**src/rtl/reg_bank_arbiter_pkg.sv**
```systemverilog
// Shared types and defaults for the register bank sequencer.
package reg_bank_arbiter_pkg;

  localparam int unsigned DEF_DATA_W = 16;
  localparam int unsigned DEF_NREGS  = 4;
  localparam int unsigned DEF_ADDR_W = $clog2(DEF_NREGS);

  // Writer identifiers, also used as grant vector bit positions
  localparam logic W1 = 1'b0;
  localparam logic W2 = 1'b1;

  typedef enum logic [1:0] {
    ST_IDLE = 2'd0,
    ST_WR1  = 2'd1,
    ST_WR2  = 2'd2,
    ST_RD   = 2'd3
  } state_e;

endpackage

```
**src/rtl/reg_bank_arbiter_rr_arb2.sv**
```systemverilog
// Two-way round-robin arbiter for the writer pair (purely combinational).
module rr_arb2
  import reg_bank_arbiter_pkg::*;
(
  input  logic [1:0] i_req,
  input  logic       i_ptr,
  input  logic       i_enable,
  output logic [1:0] o_grant_c,
  output logic       o_ptr_nxt_c
);

  // Grant the pointed writer on contention, the lone requester otherwise
  always_comb begin
    o_grant_c   = 2'b00;
    o_ptr_nxt_c = i_ptr;
    if (i_enable) begin
      if (&i_req) begin
        o_grant_c = (i_ptr == W2) ? 2'b10 : 2'b01;
      end else begin
        o_grant_c = i_req;
      end
      if (o_grant_c[W1]) begin
        o_ptr_nxt_c = W2;
      end else if (o_grant_c[W2]) begin
        o_ptr_nxt_c = W1;
      end
    end
  end

endmodule

```
**src/rtl/reg_bank_arbiter.sv**
```systemverilog
// Register bank shared by two writers and one reader; one transaction per two cycles.
module reg_bank_arbiter
  import reg_bank_arbiter_pkg::*;
#(
  parameter int unsigned DATA_W = DEF_DATA_W,
  parameter int unsigned NREGS  = DEF_NREGS,
  parameter int unsigned ADDR_W = DEF_ADDR_W
) (
  input  logic              clk,
  input  logic              rst_n,
  input  logic              wr1_req,
  input  logic [ADDR_W-1:0] wr1_addr,
  input  logic [DATA_W-1:0] wr1_data,
  output logic              wr1_ack,
  input  logic              wr2_req,
  input  logic [ADDR_W-1:0] wr2_addr,
  input  logic [DATA_W-1:0] wr2_data,
  output logic              wr2_ack,
  input  logic              rd_req,
  input  logic [ADDR_W-1:0] rd_addr,
  output logic              rd_valid,
  output logic [DATA_W-1:0] rd_data,
  output logic              busy
);

  state_e              r_state;
  state_e              w_state_nxt;
  logic                r_ptr;
  logic                r_last_rd;
  logic [ADDR_W-1:0]   r_addr;
  logic [DATA_W-1:0]   r_data;
  logic [DATA_W-1:0]   r_bank [NREGS];
  logic                r_wr1_ack;
  logic                r_wr2_ack;
  logic                r_rd_valid;
  logic                r_busy;
  logic [DATA_W-1:0]   r_rd_data;

  logic [1:0]          w_wr_req;
  logic [1:0]          w_wr_grant;
  logic                w_ptr_nxt;
  logic                w_rd_win;
  logic                w_arb_en;

  assign w_wr_req = {wr2_req, wr1_req};

  // Read wins unless the previous grant was a read and a writer is waiting
  assign w_rd_win = rd_req & ~(r_last_rd & (|w_wr_req));
  assign w_arb_en = (r_state == ST_IDLE) & ~w_rd_win;

  rr_arb2 u_wr_arb (
    .i_req       (w_wr_req),
    .i_ptr       (r_ptr),
    .i_enable    (w_arb_en),
    .o_grant_c   (w_wr_grant),
    .o_ptr_nxt_c (w_ptr_nxt)
  );

  // Next-state: grant from IDLE, every transaction state lasts one cycle
  always_comb begin
    w_state_nxt = r_state;
    case (r_state)
      ST_IDLE: begin
        if (w_rd_win) begin
          w_state_nxt = ST_RD;
        end else if (w_wr_grant[W1]) begin
          w_state_nxt = ST_WR1;
        end else if (w_wr_grant[W2]) begin
          w_state_nxt = ST_WR2;
        end
      end
      default: w_state_nxt = ST_IDLE;
    endcase
  end

  // State register
  always_ff @(posedge clk) begin
    if (!rst_n) begin
      r_state <= ST_IDLE;
    end else begin
      r_state <= w_state_nxt;
    end
  end

  // Moore outputs registered alongside the state they decode
  always_ff @(posedge clk) begin
    if (!rst_n) begin
      r_wr1_ack  <= 1'b0;
      r_wr2_ack  <= 1'b0;
      r_rd_valid <= 1'b0;
      r_busy     <= 1'b0;
    end else begin
      r_wr1_ack  <= (w_state_nxt == ST_WR1);
      r_wr2_ack  <= (w_state_nxt == ST_WR2);
      r_rd_valid <= (w_state_nxt == ST_RD);
      r_busy     <= (w_state_nxt != ST_IDLE);
    end
  end

  // Grant bookkeeping: latch winner payload, move pointers, capture read data
  always_ff @(posedge clk) begin
    if (!rst_n) begin
      r_ptr     <= W1;
      r_last_rd <= 1'b0;
      r_addr    <= '0;
      r_data    <= '0;
      r_rd_data <= '0;
    end else if (r_state == ST_IDLE) begin
      case (w_state_nxt)
        ST_RD: begin
          r_last_rd <= 1'b1;
          r_rd_data <= r_bank[rd_addr];
        end
        ST_WR1: begin
          r_addr    <= wr1_addr;
          r_data    <= wr1_data;
          r_last_rd <= 1'b0;
          r_ptr     <= w_ptr_nxt;
        end
        ST_WR2: begin
          r_addr    <= wr2_addr;
          r_data    <= wr2_data;
          r_last_rd <= 1'b0;
          r_ptr     <= w_ptr_nxt;
        end
        default: ;
      endcase
    end
  end

  // Bank storage: commit on the exit edge of a write state
  always_ff @(posedge clk) begin
    if (!rst_n) begin
      for (int i = 0; i < int'(NREGS); i++) begin
        r_bank[i] <= '0;
      end
    end else if ((r_state == ST_WR1) || (r_state == ST_WR2)) begin
      r_bank[r_addr] <= r_data;
    end
  end

  assign wr1_ack  = r_wr1_ack;
  assign wr2_ack  = r_wr2_ack;
  assign rd_valid = r_rd_valid;
  assign rd_data  = r_rd_data;
  assign busy     = r_busy;

endmodule
```
**config.mk**
```make
export PLATFORM = sky130hd
export DESIGN_NAME = reg_bank_arbiter
export DESIGN_NICKNAME = d
export VERILOG_FILES = /design/src/rtl/reg_bank_arbiter_pkg.sv /design/src/rtl/reg_bank_arbiter_rr_arb2.sv /design/src/rtl/reg_bank_arbiter.sv
export SDC_FILE = /design/constraint.sdc
export NUM_CORES = 1
export LEC_CHECK = 0
export BUFFER_PORTS_ARGS = -buffer_cell sky130_fd_sc_hd__buf_4
export CELL_PAD_IN_SITES_DETAIL_PLACEMENT = 0
export CELL_PAD_IN_SITES_GLOBAL_PLACEMENT = 1
export CORE_ASPECT_RATIO = 1.1
export CORE_UTILIZATION = 45
export DETAILED_ROUTE_END_ITERATION = 7
export GPL_TIMING_DRIVEN = 0
export PLACE_DENSITY_LB_ADDON = 0.1
export REMOVE_ABC_BUFFERS = 1
export SLEW_MARGIN = 20
export SYNTH_ARGS = -nofsm -noshare
export SYNTH_HDL_FRONTEND = slang
export SYNTH_HIERARCHICAL = 1
export SYNTH_SLANG_ARGS = --single-unit
export TNS_END_PERCENT = 10
```
**constraint.sdc**
```tcl
create_clock -name clk -period 4.8 [get_ports clk]
set_input_delay 0.96 -clock clk [delete_from_list [all_inputs] [get_ports clk]]
set_output_delay 0.96 -clock clk [all_outputs]
set_load 0.1 [all_outputs]
```
; After elaboration in Yosys (flattened, before gate mapping)
; Memory sizes are Yosys's and may differ from the RTL's. A register that Yosys moved wholly into a read port is not among the register bits.
; Index checks and enable logic that the tools add are counted.
[totals]
word_cells = 55
register_bits = 26
ramBits = 64
memories = 1
[mem_list]
columns = memory, depth, word_bits, read_ports, rd_clocked_by_memory_dff, wr, line_no
row1 = r_bank, 4, 16, 1, 1, 4, reg_bank_arbiter.sv:32  ; logic [DATA_W-1:0] r_bank [NREGS];
[classes]
reduce_logical = 15
n_eq_ne = 5
bitwise = 5
n_mux = 20
[op_table]
columns = operator, count
row1 = $pmux W16 S2, 1
row2 = $mux W2, 9
row3 = $mux W16, 1
row4 = $reduce_or A16 Y1, 1
row5 = $reduce_and A2 Y1, 4
row6 = $reduce_bool A2 Y1, 4
row7 = $mux W1, 7
row8 = $eq A2 B2 Y1 const B, 3
row9 = $eq A2 B1 Y1 const B, 2
row10 = $pmux W2 S2, 1
row11 = $reduce_and A4 Y1, 1
row12 = $reduce_or A2 Y1, 2
row13 = $and A1 B1 Y1, 3
row14 = $logic_not A2 Y1, 1
row15 = $not A1 Y1, 2
row16 = $pmux W1 S2, 1
row17 = $logic_not A1 Y1, 1
row18 = $logic_or A1 B1 Y1, 1

; Depth between registers and ports, before layout
[depth]
depth_word = 16
ltp_mapped = 16
ltp_nobuf = 13

; Cells and area by module
; The synthesis kept the hierarchy.
[by_module_without_submodules]
columns = module, area_per_inst_um2, n_inst, seq_area_each_um2, cells_per_inst
row1 = reg_bank_arbiter, 4707.0, 1, 2762.6, 384
row2 = rr_arb2, 36.3, 1, 0.0, 7

; Worst setup path after synthesis
; OpenSTA, ideal clock, no wires.
[synth_timing]
path_type = input to register
from = in wr2_req
to = reg r_data[1]
required_ps = 4678
cell_stages = 14
setup_ps = 122
t_arrival_ps = 3094
path_slack_ps = 1585
path_cell_list = o21ai_2 > nand2_1 > and2_1 > nand2_1 > a21oi_1 > a21oi_1 > a21boi_0 > nand2b_1 > ha_1 > and2_1 > buf_2 > buf_1 > o21a_1 > o311a_1
[synth_via]
elab_cells_between_ends = 19
cone_classes = eq/ne (2) / mux (8) / bitwise (5) / reduce/logical (4)
[synth_rtl]
columns = element, line_no
row1 = from (decl), reg_bank_arbiter.sv:15  ; input logic wr2_req,
row2 = $reduce_or A2 Y1 (*), reg_bank_arbiter.sv:48  ; assign w_rd_win = rd_req & ~(r_last_rd & (|w_wr_req));
row3 = $and A1 B1 Y1 (*), reg_bank_arbiter.sv:48
row4 = $not A1 Y1 (*), reg_bank_arbiter.sv:48
row5 = $and A1 B1 Y1 (*), reg_bank_arbiter.sv:48
row6 = $not A1 Y1 (*), reg_bank_arbiter.sv:49  ; assign w_arb_en = (r_state == ST_IDLE) & ~w_rd_win;
row7 = $and A1 B1 Y1 (*), reg_bank_arbiter.sv:49
row8 = net w_arb_en, reg_bank_arbiter.sv:43  ; logic w_arb_en;
row9 = $mux W2 (*), reg_bank_arbiter_rr_arb2.sv:16  ; if (i_enable) begin
row10 = net w_wr_grant[0], reg_bank_arbiter.sv:40  ; logic [1:0] w_wr_grant;
row11 = $mux W2 (*), reg_bank_arbiter.sv:66  ; end else if (w_wr_grant[W1]) begin
row12 = $mux W2 (*), reg_bank_arbiter.sv:64  ; if (w_rd_win) begin
row13 = $mux W2 (*), reg_bank_arbiter.sv:62  ; case (r_state)
row14 = $eq A2 B1 Y1 or $eq A2 B2 Y1 (tied branches), reg_bank_arbiter.sv:109  ; case (w_state_nxt)
row15 = $reduce_bool A2 Y1 (no line), -
row16 = $reduce_and A2 Y1 (no line), -
row17 = to (signal assigned), reg_bank_arbiter.sv:116  ; r_data <= wr1_data;
row18 = to (signal assigned), reg_bank_arbiter.sv:122  ; r_data <= wr2_data;
row19 = to (decl), reg_bank_arbiter.sv:31  ; logic [DATA_W-1:0] r_data;
; Mark *: on every way through the listed nets, which the timed path passes. The rest lies on a longest branch. The select of a mux whose other input is x is not followed.
; A chain may end at the register's enable or synchronous reset.

; Worst setup path in the final report
[layout_timing]
from = reg r_state[0]
to = reg r_addr[1]
[layout_via]
elab_cells_between_ends = 12
cone_classes = eq/ne (2) / mux (6) / bitwise (1) / reduce/logical (3)
[layout_rtl]
columns = element, line_no
row1 = from (decl), reg_bank_arbiter.sv:26  ; state_e r_state;
row2 = from (signal assigned), reg_bank_arbiter.sv:81  ; r_state <= w_state_nxt;
row3 = $logic_not A2 Y1 (*), reg_bank_arbiter.sv:49
row4 = $and A1 B1 Y1 (*), reg_bank_arbiter.sv:49
row5 = net w_arb_en, reg_bank_arbiter.sv:43
row6 = $mux W2 (*), reg_bank_arbiter_rr_arb2.sv:16
row7 = net w_wr_grant[0], reg_bank_arbiter.sv:40
row8 = $mux W2 (*), reg_bank_arbiter.sv:66
row9 = $mux W2 (*), reg_bank_arbiter.sv:64
row10 = $mux W2 (*), reg_bank_arbiter.sv:62
row11 = $eq A2 B1 Y1 or $eq A2 B2 Y1 (tied branches), reg_bank_arbiter.sv:109
row12 = $reduce_bool A2 Y1 (no line), -
row13 = $reduce_and A2 Y1 (no line), -
row14 = to (signal assigned), reg_bank_arbiter.sv:115  ; r_addr <= wr1_addr;
row15 = to (signal assigned), reg_bank_arbiter.sv:121  ; r_addr <= wr2_addr;
row16 = to (decl), reg_bank_arbiter.sv:30  ; logic [ADDR_W-1:0] r_addr;
; Mark *: on every way through the listed nets, which the timed path passes. The rest lies on a longest branch.

==> PnR_summary.wiki <==
{| class="wikitable"
! Metric !! Value
|-
| Via total after detailed routing || between 3,000 and 4,000
|-
| Number of hold buffers added after cts || 0
|-
| Horizontal extent of the die || about 100 um
|-
| Drt pass-1 iters || 4
|-
| Post-place instance area || 5250 sq um
|-
| Worst-path cell chain || inv_1, ha_1, and2_1, nand2_1, a21oi_1, a21oi_1, a21boi_0, nand2b_1, ha_1, nand2_2, nor2_1, nand3_1, o311a_1
|-
| Type of origin of the critical path || register
|-
| Leakage power || approximately 2.1 nW
|-
| Period utilisation layout || just over 80%
|-
| Gr ovfl total || 0
|-
| Most frequent cells in the layout || 64 x sky130_fd_sc_hd__edfxtp_1, 62 x sky130_fd_sc_hd__buf_4, 53 x sky130_fd_sc_hd__and2_1
|-
| Sequential fraction of the synthesis area || 58.2%
|-
| Achievable frequency || 0.257 GHz
|-
| Clock sink count || roughly 110
|-
| Gr usage total || 18.6%
|-
| Aggregate negative setup slack || 0 ns
|-
| Most common cell after layout, fill and taps aside || sky130_fd_sc_hd__edfxtp_1
|-
| Synth async-reset ratio || 0%
|-
| Core area || 10,000 sq um
|-
| Crit Path Class || reg2reg
|-
| Die area || 11,000 sq um
|-
| Met1 usage || 24.2%
|-
| Total of buffers placed on input and output ports || 62
|-
| Count of boundary I/O pins || 63
|-
| Relative slew slack || a little under a third
|-
| Area of all placed cells without fillers || 5450 sq um
|-
| Count of buffer and inverter cells on the critical path || 1
|-
| Fraction of layout cells with a size suffix above 1 || between 20 and 25%
|-
| Post-layout net count || 481
|-
| Post-detailed-routing wire length || 9.32 mm
|-
| Peak fanout along the critical path || 37
|-
| Met3 usage in global routing || 2.48%
|-
| Data required, critical path || between 5 and 6 ns
|-
| Result of the run || finished, final reports clean
|-
| Clock latency at the later pin of the worst-skew pair || 0.37 ns
|-
| CTS Root Buffer Type || sky130_fd_sc_hd__clkbuf_8
|-
| Number of different library cells in the post-synthesis netlist || 32
|-
| Mapped Cells || about 390
|-
| Seq cells post-synth || around 110
|-
| Signal arrival time at the worst endpoint || between 4 and 5 ns
|-
| Number of buffers inserted during clock tree synthesis || 9
|-
| Worst min-delay path class || reg2reg
|-
| Max-slew violation count || 0
|-
| Measured slew at the worst slew-check pin || 1.05 ns
|-
| Count of endpoints failing hold in the final timing report || 0
|-
| Per-cell routed wire length || 16.1 um
|-
| Peak ir drop on the vdd network || ~370 uV
|-
| Number of global-route vias before repair || approximately 2,900
|-
| TritonCTS clock tree || built
|-
| Clock-pin slew on the worst setup and hold paths || 0.10 ns
|-
| Buffer levels on the longest clock path || 2
|-
| Fraction of synthesized cell area taken by the top area cell type || 40.5%
|-
| Time the worst path needs with I/O delays and setup || a little under 4 ns
|-
| Layer with the highest usage after global routing || met2
|-
| Post-route DRC || 0
|-
| ANT nets after route || 0
|-
| Cell accounting for the most synthesized area || sky130_fd_sc_hd__edfxtp_1
|-
| Delay of the slowest cell on the worst path || 0.85 ns
|-
| Layout area overhead || 15.0%
|-
| Category of the worst setup path capture point || register
|-
| # Post-CTS Setup Buffers || 0
|-
| H-Tree Depth || 3
|-
| Starting utilization of the core area || 47.3%
|-
| Number of antenna violations at the first check in global routing || 0
|-
| Largest net degree at the start of global routing || 61
|-
| DR vias/cell || just over 5
|-
| Die Y-Extent || 110 um
|-
| Top cells by area, synth || sky130_fd_sc_hd__edfxtp_1 41%, sky130_fd_sc_hd__dfxtp_1 18%, sky130_fd_sc_hd__mux4_2 7.6%, sky130_fd_sc_hd__and2_1 7.0%, sky130_fd_sc_hd__o311a_1 3.8%
|-
| Synth Area per Inst || 12.1 sq um
|-
| Power density over the cells || 495 nW/um^2
|-
| Total number of placement rows || 38
|-
| Number of warnings reported in the yosys synthesis log || 6
|-
| RSZ-0062 raised after global routing || no
|-
| Count of maximum capacitance violations || 0
|-
| Slowest cell on the critical path || sky130_fd_sc_hd__ha_1
|-
| Post-synth design cell area || 4740 sq um
|-
| CP delay by family, top || simple AND/OR/NAND/NOR gates
|-
| Number of design-rule violations left by the first detailed-router iteration || 121
|-
| Number of resized instances in the post-cts repair step || 0
|-
| Fill cells || 896
|-
| Final GP Congestion || around 0.70
|-
| Final setup viols || 0
|-
| Top flip-flop cell by instance count after synthesis || sky130_fd_sc_hd__edfxtp_1
|-
| Number of enable-type register cells in the synthesized netlist || 64
|-
| Global-route wire length before repair || 15.1 mm
|-
| HPWL after detailed placement || 5.82 mm
|-
| Fin Clk Skew || 0.0135 ns
|-
| Final antenna diode count || 0
|-
| GR met2 Demand/Resource || 31.3%
|}
## registers in the layout, summed over array words and instances (netlist names)
name,count
r_bank,64
r_data,16
rd_data,16
r_addr,2
r_state,2
busy,1
r_last_rd,1
r_ptr,1
rd_valid,1
wr1_ack,1
wr2_ack,1
## per-stage QoR
| stage | hold slack (ns) | worst slack (ns) | total power (W) | cells | utilization (%) |
|---|---|---|---|---|---|
| 3_3_place_gp | 0.442 | 0.685 | 0.00215 | 563 | 52.1 |
| 5_1_grt | 0.475 | 0.494 | 0.00286 | 580 | 54.4 |
| 2_1_floorplan | 0.465 | 1.43 | 0.00189 | 361 | - |
| 3_5_place_dp | 0.446 | 0.568 | 0.00217 | 564 | 52.4 |
| 6_report | 0.455 | 0.909 | 0.00270 | 580 | 54.4 |
| 4_1_cts | 0.459 | 0.520 | 0.00273 | 580 | 54.3 |
## where the power goes
part / total [W] / switching (W) / leakage [nW] / internal (W)
logic: 0.000900 / 0.000597 / 1.03 / 0.000303
registers: 0.00124 / 0.0000959 / 1.01 / 0.00114
clock network: 0.000561 / 0.000301 / 0.0982 / 0.000260
total: 0.00270 / 0.000994 / 2.13 / 0.00171
## kinds of logic after synthesis
| kind of cell | count (synthesis) | synth area share [%] |
|---|---|---|
| AND/OR/NAND/NOR | 167 | 18.5 |
| buffers and inverters | 34 | 3.69 |
| flip-flops | 106 | 58.2 |
| AO/OA/AOI/OAI | 65 | 11.2 |
| multiplexers | 16 | 7.60 |
| adder cells (fa/ha/maj) | 3 | 0.791 |
## synthesized netlist by cell type, types with 4 or more instances
| cell type | number |
|---|---|
| sky130_fd_sc_hd__a21boi_0 | 8 |
| sky130_fd_sc_hd__a21boi_1 | 10 |
| sky130_fd_sc_hd__a21oi_1 | 4 |
| sky130_fd_sc_hd__and2_1 | 53 |
| sky130_fd_sc_hd__and3_1 | 18 |
| sky130_fd_sc_hd__buf_2 | 9 |
| sky130_fd_sc_hd__clkbuf_1 | 12 |
| sky130_fd_sc_hd__dfxtp_1 | 42 |
| sky130_fd_sc_hd__edfxtp_1 | 64 |
| sky130_fd_sc_hd__inv_1 | 4 |
| sky130_fd_sc_hd__mux4_2 | 16 |
| sky130_fd_sc_hd__nand2_1 | 44 |
| sky130_fd_sc_hd__nand2b_1 | 5 |
| sky130_fd_sc_hd__nand3_1 | 19 |
| sky130_fd_sc_hd__nor2_1 | 21 |
| sky130_fd_sc_hd__o21a_1 | 19 |
| sky130_fd_sc_hd__o311a_1 | 18 |
## layer usage
layer  up-vias  share of wire [%]
li1       1505                  -
met1      1420                 45
met2        76                 49
met3        14                3.5
met4         0                1.8
met5         -                  0
## worst register-to-register path: stages, from the launching register on
cell,delay [ns]
sky130_fd_sc_hd__dfxtp_1,0.34
sky130_fd_sc_hd__inv_1,0.08
sky130_fd_sc_hd__ha_1,0.85
sky130_fd_sc_hd__and2_1,0.28
sky130_fd_sc_hd__nand2_1,0.09
sky130_fd_sc_hd__a21oi_1,0.37
sky130_fd_sc_hd__a21oi_1,0.11
sky130_fd_sc_hd__a21boi_0,0.19
sky130_fd_sc_hd__nand2b_1,0.18
sky130_fd_sc_hd__ha_1,0.36
sky130_fd_sc_hd__nand2_2,0.38
sky130_fd_sc_hd__nor2_1,0.25
sky130_fd_sc_hd__nand3_1,0.11
sky130_fd_sc_hd__o311a_1,0.19
## layout make-up
class | instances | area (sq um) | share of cell area, %
flip-flops and latches | 106 | 2760 | 50.7
clock buffers | 13 | 149 | 2.73
multi-input cells | 251 | 1820 | 33.4
repair buffers | 63 | 480 | 8.81
well taps | 140 | 175 | 3.21
clock inverters | 3 | 47.5 | 0.872
inverters | 4 | 15.0 | 0.275
## path summary, 6_finish.rpt
path / cells past startpoint / from / slack [ns] / to
worst max-delay path: 13 / r_state[0]$_SDFF_PN0_ / 0.91 / r_addr[1]$_SDFFE_PN0P_
worst min-delay path: 2 / rd_data[12]$_SDFFE_PN0P_ / 0.45 / rd_data[12]$_SDFFE_PN0P_
worst max register to register: 13 / r_state[0]$_SDFF_PN0_ / 0.91 / r_addr[1]$_SDFFE_PN0P_
worst min register to register: 2 / rd_data[12]$_SDFFE_PN0P_ / 0.45 / rd_data[12]$_SDFFE_PN0P_
Power figures use the tool's default switching activity.
